==> config.mk <==
export PLATFORM = sky130hd
export DESIGN_NAME = regfile_writeback
export DESIGN_NICKNAME = d
export VERILOG_FILES = /design/src/rtl/regfile_writeback.sv
export SDC_FILE = /design/constraint.sdc
export NUM_CORES = 1
export LEC_CHECK = 0
export CORE_AREA = 2 2 109 111
export DETAILED_ROUTE_END_ITERATION = 12
export DIE_AREA = 0 0 111 113
export SLEW_MARGIN = 10
export SYNTH_ARGS = -nofsm -noshare
export SYNTH_HDL_FRONTEND = slang
export SYNTH_SLANG_ARGS = --single-unit
==> constraint.sdc <==
create_clock -name clk -period 4.6 [get_ports clk]
set_clock_uncertainty 0.05 [all_clocks]
set_input_delay 0.92 -clock clk [delete_from_list [all_inputs] [get_ports clk]]
set_output_delay 0.92 -clock clk [all_outputs]
set_load 0.01 [all_outputs]
==> src/rtl/regfile_writeback.sv <==
// rtl/regfile_writeback.sv - LC-3b regfile write-port arbiter with per-source result FIFOs
module regfile_writeback #(
    parameter int DEPTH        = 2,
    parameter int STARVE_LIMIT = 3
) (
    input  logic        clk,
    input  logic        reset,
    input  logic        flush,
    input  logic        alu_valid,
    output logic        alu_ready,
    input  logic [2:0]  alu_dest,
    input  logic [15:0] alu_data,
    input  logic        mem_valid,
    output logic        mem_ready,
    input  logic [2:0]  mem_dest,
    input  logic [15:0] mem_data,
    output logic        rf_load,
    output logic [2:0]  rf_dest,
    output logic [15:0] rf_in,
    output logic [7:0]  pending_mask
);

    localparam int AW = $clog2(DEPTH);
    localparam int CW = AW + 1;
    localparam int SW = $clog2(STARVE_LIMIT + 1);

    logic [2:0]    alu_dest_q [DEPTH];
    logic [15:0]   alu_data_q [DEPTH];
    logic [2:0]    mem_dest_q [DEPTH];
    logic [15:0]   mem_data_q [DEPTH];

    logic [AW-1:0] alu_wp_q, alu_wp_d, alu_rp_q, alu_rp_d;
    logic [AW-1:0] mem_wp_q, mem_wp_d, mem_rp_q, mem_rp_d;
    logic [CW-1:0] alu_cnt_q, alu_cnt_d, mem_cnt_q, mem_cnt_d;
    logic [SW-1:0] starve_q, starve_d;
    logic          rf_load_q, rf_load_d;
    logic [2:0]    rf_dest_q, rf_dest_d;
    logic [15:0]   rf_in_q, rf_in_d;

    logic alu_push, mem_push;
    logic alu_ne, mem_ne;
    logic grant_alu, grant_mem;

    // Ready looks only at occupancy, so a full FIFO never accepts even on a pop cycle.
    assign alu_ready = !reset && !flush && (alu_cnt_q < CW'(DEPTH));
    assign mem_ready = !reset && !flush && (mem_cnt_q < CW'(DEPTH));
    assign alu_push  = alu_valid && alu_ready;
    assign mem_push  = mem_valid && mem_ready;

    assign alu_ne    = (alu_cnt_q != '0);
    assign mem_ne    = (mem_cnt_q != '0);
    assign grant_alu = alu_ne && (!mem_ne || (starve_q == SW'(STARVE_LIMIT)));
    assign grant_mem = mem_ne && !grant_alu;

    always_comb begin
        alu_wp_d  = alu_wp_q;
        alu_rp_d  = alu_rp_q;
        mem_wp_d  = mem_wp_q;
        mem_rp_d  = mem_rp_q;
        alu_cnt_d = alu_cnt_q + CW'(alu_push) - CW'(grant_alu);
        mem_cnt_d = mem_cnt_q + CW'(mem_push) - CW'(grant_mem);
        starve_d  = starve_q;
        rf_load_d = grant_alu || grant_mem;
        rf_dest_d = rf_dest_q;
        rf_in_d   = rf_in_q;

        if (alu_push)  alu_wp_d = alu_wp_q + AW'(1);
        if (mem_push)  mem_wp_d = mem_wp_q + AW'(1);
        if (grant_alu) alu_rp_d = alu_rp_q + AW'(1);
        if (grant_mem) mem_rp_d = mem_rp_q + AW'(1);

        if (!alu_ne || grant_alu) begin
            starve_d = '0;
        end else if (starve_q != SW'(STARVE_LIMIT)) begin
            starve_d = starve_q + SW'(1);
        end

        if (grant_alu) begin
            rf_dest_d = alu_dest_q[alu_rp_q];
            rf_in_d   = alu_data_q[alu_rp_q];
        end else if (grant_mem) begin
            rf_dest_d = mem_dest_q[mem_rp_q];
            rf_in_d   = mem_data_q[mem_rp_q];
        end

        // Flush drops buffered results; a write already in the output stage
        // has been sampled by the regfile on the preceding negedge.
        if (flush) begin
            alu_wp_d  = '0;
            alu_rp_d  = '0;
            mem_wp_d  = '0;
            mem_rp_d  = '0;
            alu_cnt_d = '0;
            mem_cnt_d = '0;
            starve_d  = '0;
            rf_load_d = 1'b0;
            rf_dest_d = rf_dest_q;
            rf_in_d   = rf_in_q;
        end
    end

    always_ff @(posedge clk) begin
        if (reset) begin
            alu_wp_q  <= '0;
            alu_rp_q  <= '0;
            mem_wp_q  <= '0;
            mem_rp_q  <= '0;
            alu_cnt_q <= '0;
            mem_cnt_q <= '0;
            starve_q  <= '0;
            rf_load_q <= 1'b0;
            rf_dest_q <= '0;
            rf_in_q   <= '0;
        end else begin
            alu_wp_q  <= alu_wp_d;
            alu_rp_q  <= alu_rp_d;
            mem_wp_q  <= mem_wp_d;
            mem_rp_q  <= mem_rp_d;
            alu_cnt_q <= alu_cnt_d;
            mem_cnt_q <= mem_cnt_d;
            starve_q  <= starve_d;
            rf_load_q <= rf_load_d;
            rf_dest_q <= rf_dest_d;
            rf_in_q   <= rf_in_d;
        end
    end

    always_ff @(posedge clk) begin
        if (alu_push) begin
            alu_dest_q[alu_wp_q] <= alu_dest;
            alu_data_q[alu_wp_q] <= alu_data;
        end
        if (mem_push) begin
            mem_dest_q[mem_wp_q] <= mem_dest;
            mem_data_q[mem_wp_q] <= mem_data;
        end
    end

    // An entry is live when its distance from the read pointer is below the count.
    always_comb begin
        pending_mask = '0;
        for (int i = 0; i < DEPTH; i++) begin
            if ({1'b0, AW'(AW'(i) - alu_rp_q)} < alu_cnt_q) pending_mask[alu_dest_q[i]] = 1'b1;
            if ({1'b0, AW'(AW'(i) - mem_rp_q)} < mem_cnt_q) pending_mask[mem_dest_q[i]] = 1'b1;
        end
        if (rf_load_q) pending_mask[rf_dest_q] = 1'b1;
    end

    assign rf_load = rf_load_q;
    assign rf_dest = rf_dest_q;
    assign rf_in   = rf_in_q;

endmodule

Word-level counts from Yosys, hierarchy flattened
Memories as Yosys holds them, arrays and structs flattened. A register that Yosys moved wholly into a read port is not among the register bits. Cells that the tools add are included.

Bitwise gates (word level): 5. Equality and inequality tests: 2. Add/sub/neg operators: 13. Muxes and demuxes: 31. Reduce and logical (&&, ||, !) cells: 26. $lt $le $gt $ge: 16.

Operator list (count): $mux 8 (5); $mux 16 (2); $or 8x8->8 (4); $lt 3x4->1 const B (5); $mux 1 (17); $demux 1 s3 (5); $ge 3x1->1 const B (5); $logic_and 1x1->1 (12); $lt 1x2->1 (4); $mux 3 (2); $reduce_bool 2->1 (3); $logic_not 1->1 (5); $add 1x1->1 const B (4); $add 2x1->2 (2); $lt 2x2->1 const B (2); $sub 1x1->1 const A (4); $sub 2x1->2 (2); $logic_or 1x1->1 (3); $reduce_or 3->1 (1); $add 2x1->2 const B (1); $eq 2x2->1 const B (1); $ne 2x2->1 const B (1); $reduce_and 2->1 (1); $reduce_or 2->1 (1); $not 1->1 (1).

Word-level logic and storage cells: 107. Register bits: 30. Memories kept: 4. Output and inout bits: 30. RAM bits: 76. Input bits: 43.

Memory list: alu_data_q (depth 2, bits a word 16, read ports 1, clocked after Yosys merged registers in 1, wr ports 1, line 28) `logic [15:0] alu_data_q [DEPTH];`; mem_data_q (depth 2, bits a word 16, read ports 1, clocked after Yosys merged registers in 1, wr ports 1, line 30) `logic [15:0] mem_data_q [DEPTH];`; alu_dest_q (depth 2, bits a word 3, read ports 3, clocked after Yosys merged registers in 1, wr ports 1, line 27) `logic [2:0] alu_dest_q [DEPTH];`; mem_dest_q (depth 2, bits a word 3, read ports 3, clocked after Yosys merged registers in 1, wr ports 1, line 29) `logic [2:0] mem_dest_q [DEPTH];`.

Longest topological paths before layout
Depth after elaboration: 13. Gate-level depth with buffers: 10. Gate-level depth less buffers: 9.

Worst setup path after synthesis
No wires, ideal clock.

Kind: input to register. From: in flush. To: mem alu_data_q[0][0] (enable). Data arrival time: 2493 ps. Setup slack: 1663 ps. Stages on the path: 5. Data required time: 4155 ps. Path buffers: 1. Setup time: 395 ps. Cell sequence: or2_2 > clkbuf_1 > nor2_1 > nand2_1 > nor2_1.

Word-level cells in the longest chain between the ends: 6.

Ends and longest elaborated chain: start, declared (line 8) `input logic flush,`; $logic_not 1->1 (line 45) `assign alu_ready = !reset && !flush && (alu_cnt_q < CW'(DEPTH));`; $logic_and 1x1->1 (2 in series) (line 45); named net alu_ready (line 10) `output logic alu_ready,`; $logic_and 1x1->1 (line 47) `assign alu_push = alu_valid && alu_ready;`; $mux 1 (line 129) `if (alu_push) begin`; $mux 1 (not written as such) (line 131) `alu_data_q[alu_wp_q] <= alu_data;`; end, declared (line 28).

The timed path passes the listed nets, and every way through them passes these cells.

Worst setup path in the final report
From: in reset. To: out alu_ready.

Word-level cells in the longest chain between the ends: 3.

Ends and longest elaborated chain: start, declared (line 7) `input logic reset,`; $logic_not 1->1 (line 45); $logic_and 1x1->1 (2 in series) (line 45); end, declared (line 10).

No other way between the ends.

==> metrics.txt <==
status=complete, no violations; core area=around 11,000 sq um; number of enable flip-flop cells after synthesis=76; synth top area cells=edfxtp_1 51%, dfxtp_1 14%, mux2i_1 8.0%, a32o_1 4.2%, nand2_1 3.8%; drt drc=0; post-layout util=0.498; critical path arrival=around 2600 ps; initial antenna violation count=0; CP Max Fanout=14; synthesized flop and latch total=108; Die ar.=roughly 13,000 sq um; Worst setup EP type=output port; Netlist cell types=between 40 and 50; I/O pin count=73; Post-Syn Area=roughly 4500 sq um; Initial Utilization=0.397; Final HPWL DP=approximately 6.6 mm; Setup Viol. Count Final=0; Sw Ratio=0.239; Total Nets Final=460; most common cell after layout, fill and taps aside=edfxtp_1; worst skew pair latency=between 300 and 400 ps; total negative setup slack=0 ps; Total Routed Length=about 9.5 mm; port bufs=between 70 and 80; max_cap viols=0; WHS=~380 ps; global route overflow=0; origin of the worst min-delay path=starve_q[0]; H-Tree Depth=3; LEAKAGE=0.00188 uW; die width=around 110 microns; vias in the first global route=roughly 2,900; switching pwr=491 uW; first-pass detailed-route iteration total=4; Vias=slightly below 3,000; worst-margin pin slew=approximately 1100 ps; Num CTS Buffers=9; Max Clock Freq=between 200 and 300 MHz; chip height=113 microns; post-route ant nets=0; Max clock buf depth=2; Mapped Cells=339; global-route wire length before repair=~15 mm; largest net degree at the start of global routing=22; CTS tree=done; pwr dens=366 nW/um^2; endpoints failing hold=0; cts repair resizes=0; Post-synth ARST share=0; Hold Buf Count CTS=0; row cnt=39; Root Driver=clkbuf_16; clock share of power=0.364; Synth area leader=edfxtp_1; Mean Syn Cell Area=roughly 13 sq um; antenna cell count=0; sequential share of power=0.534; maximum VDD drop=0.180 mV; Comb pwr share=0.102; startpoint types=input port; most frequent cells in the layout=76 x edfxtp_1, 72 x clkdlybuf4s50_1, 45 x nand2_1; Total GRT Usage=0.159; post-synthesis net count=387; Post-synth top flop=edfxtp_1; sequential share of the synthesized area=0.653; GPL Wtd Cong=approximately 0.9; critical path type=input port to output port; synth warn=0; unrepaired setup endpoints after global routing=no; Synth top area share=0.510; post-DR wirelength/cell=~17 microns; reg2reg start=mem_cnt_q[1]; worst path required time=approximately 3600 ps; area grow syn2layout=25.3%; crit share post-route=0.771; vias per inst=5.16; setup repair bufs after CTS=0; layout cells sized above 1=0.0671; Max Slew Vio Count=0; setup ws final=1050 ps; Clock Sinks=roughly 110; Reg clk slew, reported paths=about 70 ps; initial DRC count=~110; HP Class=flop to flop; Pint=between 1500 and 2000 uW; Rel. slew slack=0.236; min Tclk post-route=~3500 ps; DP Worst Slack=between 1000 and 1500 ps; crit path from=reset
==> routing by layer <==
layer	global-route usage	share of wire	vias up
li1	-	-	1408
met1	0.198	0.43	1398
met2	0.276	0.51	73
met3	0.0466	0.048	8
met4	0.0408	0.013	0
met5	0	0	-
==> state kept, by name (all words and copies together), names as in the netlist, 2 cells and up, named ones only <==
name and cells:
mem_dest_q 6, mem_cnt_q 2, rf_dest 3, alu_dest_q 6, starve_q 2, alu_data_q 32, rf_in 16, mem_data_q 32
alu_cnt_q 2
==> cell usage after synthesis, drive strengths merged, types with 6 or more instances <==
cell type / n
xnor2: 8
buf: 12
nor2: 24
inv: 9
edfxtp: 76
nand3: 6
nand2: 45
dfxtp: 32
nand3b: 7
mux2i: 36
nand4: 6
a32o: 19
==> critical path: stages <==
cell and delay, ps:
clkdlybuf4s50_1 460, or2_2 420, nor2_1 210, clkdlybuf4s50_1 570
==> power by group through the flow <==
stage / Combinational, uW / Clock, uW / Sequential, uW
3_3_place_gp: 209 / 0 / 1120
5_1_grt: 230 / 809 / 1100
2_1_floorplan: 111 / 0 / 1110
3_5_place_dp: 213 / 0 / 1120
4_1_cts: 214 / 771 / 1100
6_report: 209 / 748 / 1100
==> metrics by stage <==
step | area (sq um) | instances | power, uW
final | 5610 | 560 | 2050
after global routing | 5610 | 560 | 2140
after CTS | 5610 | 560 | 2080
after detailed placement | 5320 | 544 | 1330
after global placement | 5320 | 544 | 1330
after floorplan | 4480 | 339 | 1230
==> cells by family after synthesis <==
logic type | Yosys count | share of synthesized area
AOI/OAI and AO/OA | 39 | 0.0743
xor gates and xnor gates | 8 | 0.0156
adders and majority gates | 5 | 0.0140
buffers and inverters | 24 | 0.0288
DFF | 108 | 0.653
muxes | 36 | 0.0805
and+or+nand+nor | 119 | 0.134
==> final timing paths <==
check                           cells past startpoint  slack, ps      endpoint
worst max-delay path                                4       1050     alu_ready
worst min-delay path                                1        380   starve_q[0]
worst max register to register                     10       2090  alu_cnt_q[1]
worst min register to register                      1        380   starve_q[0]
==> final cells by class <==
cell class | instances | area, sq um
Clock buffer | 10 | 229
Clock inverter | 6 | 62.6
Fill cell | 1011 | 5660
Inverter | 9 | 33.8
Multi-Input combinational cell | 207 | 1430
Sequential cell | 108 | 2920
Tap cell | 143 | 179
Timing Repair Buffer | 77 | 758
No activity file was read; power rests on OpenSTA's default activity.
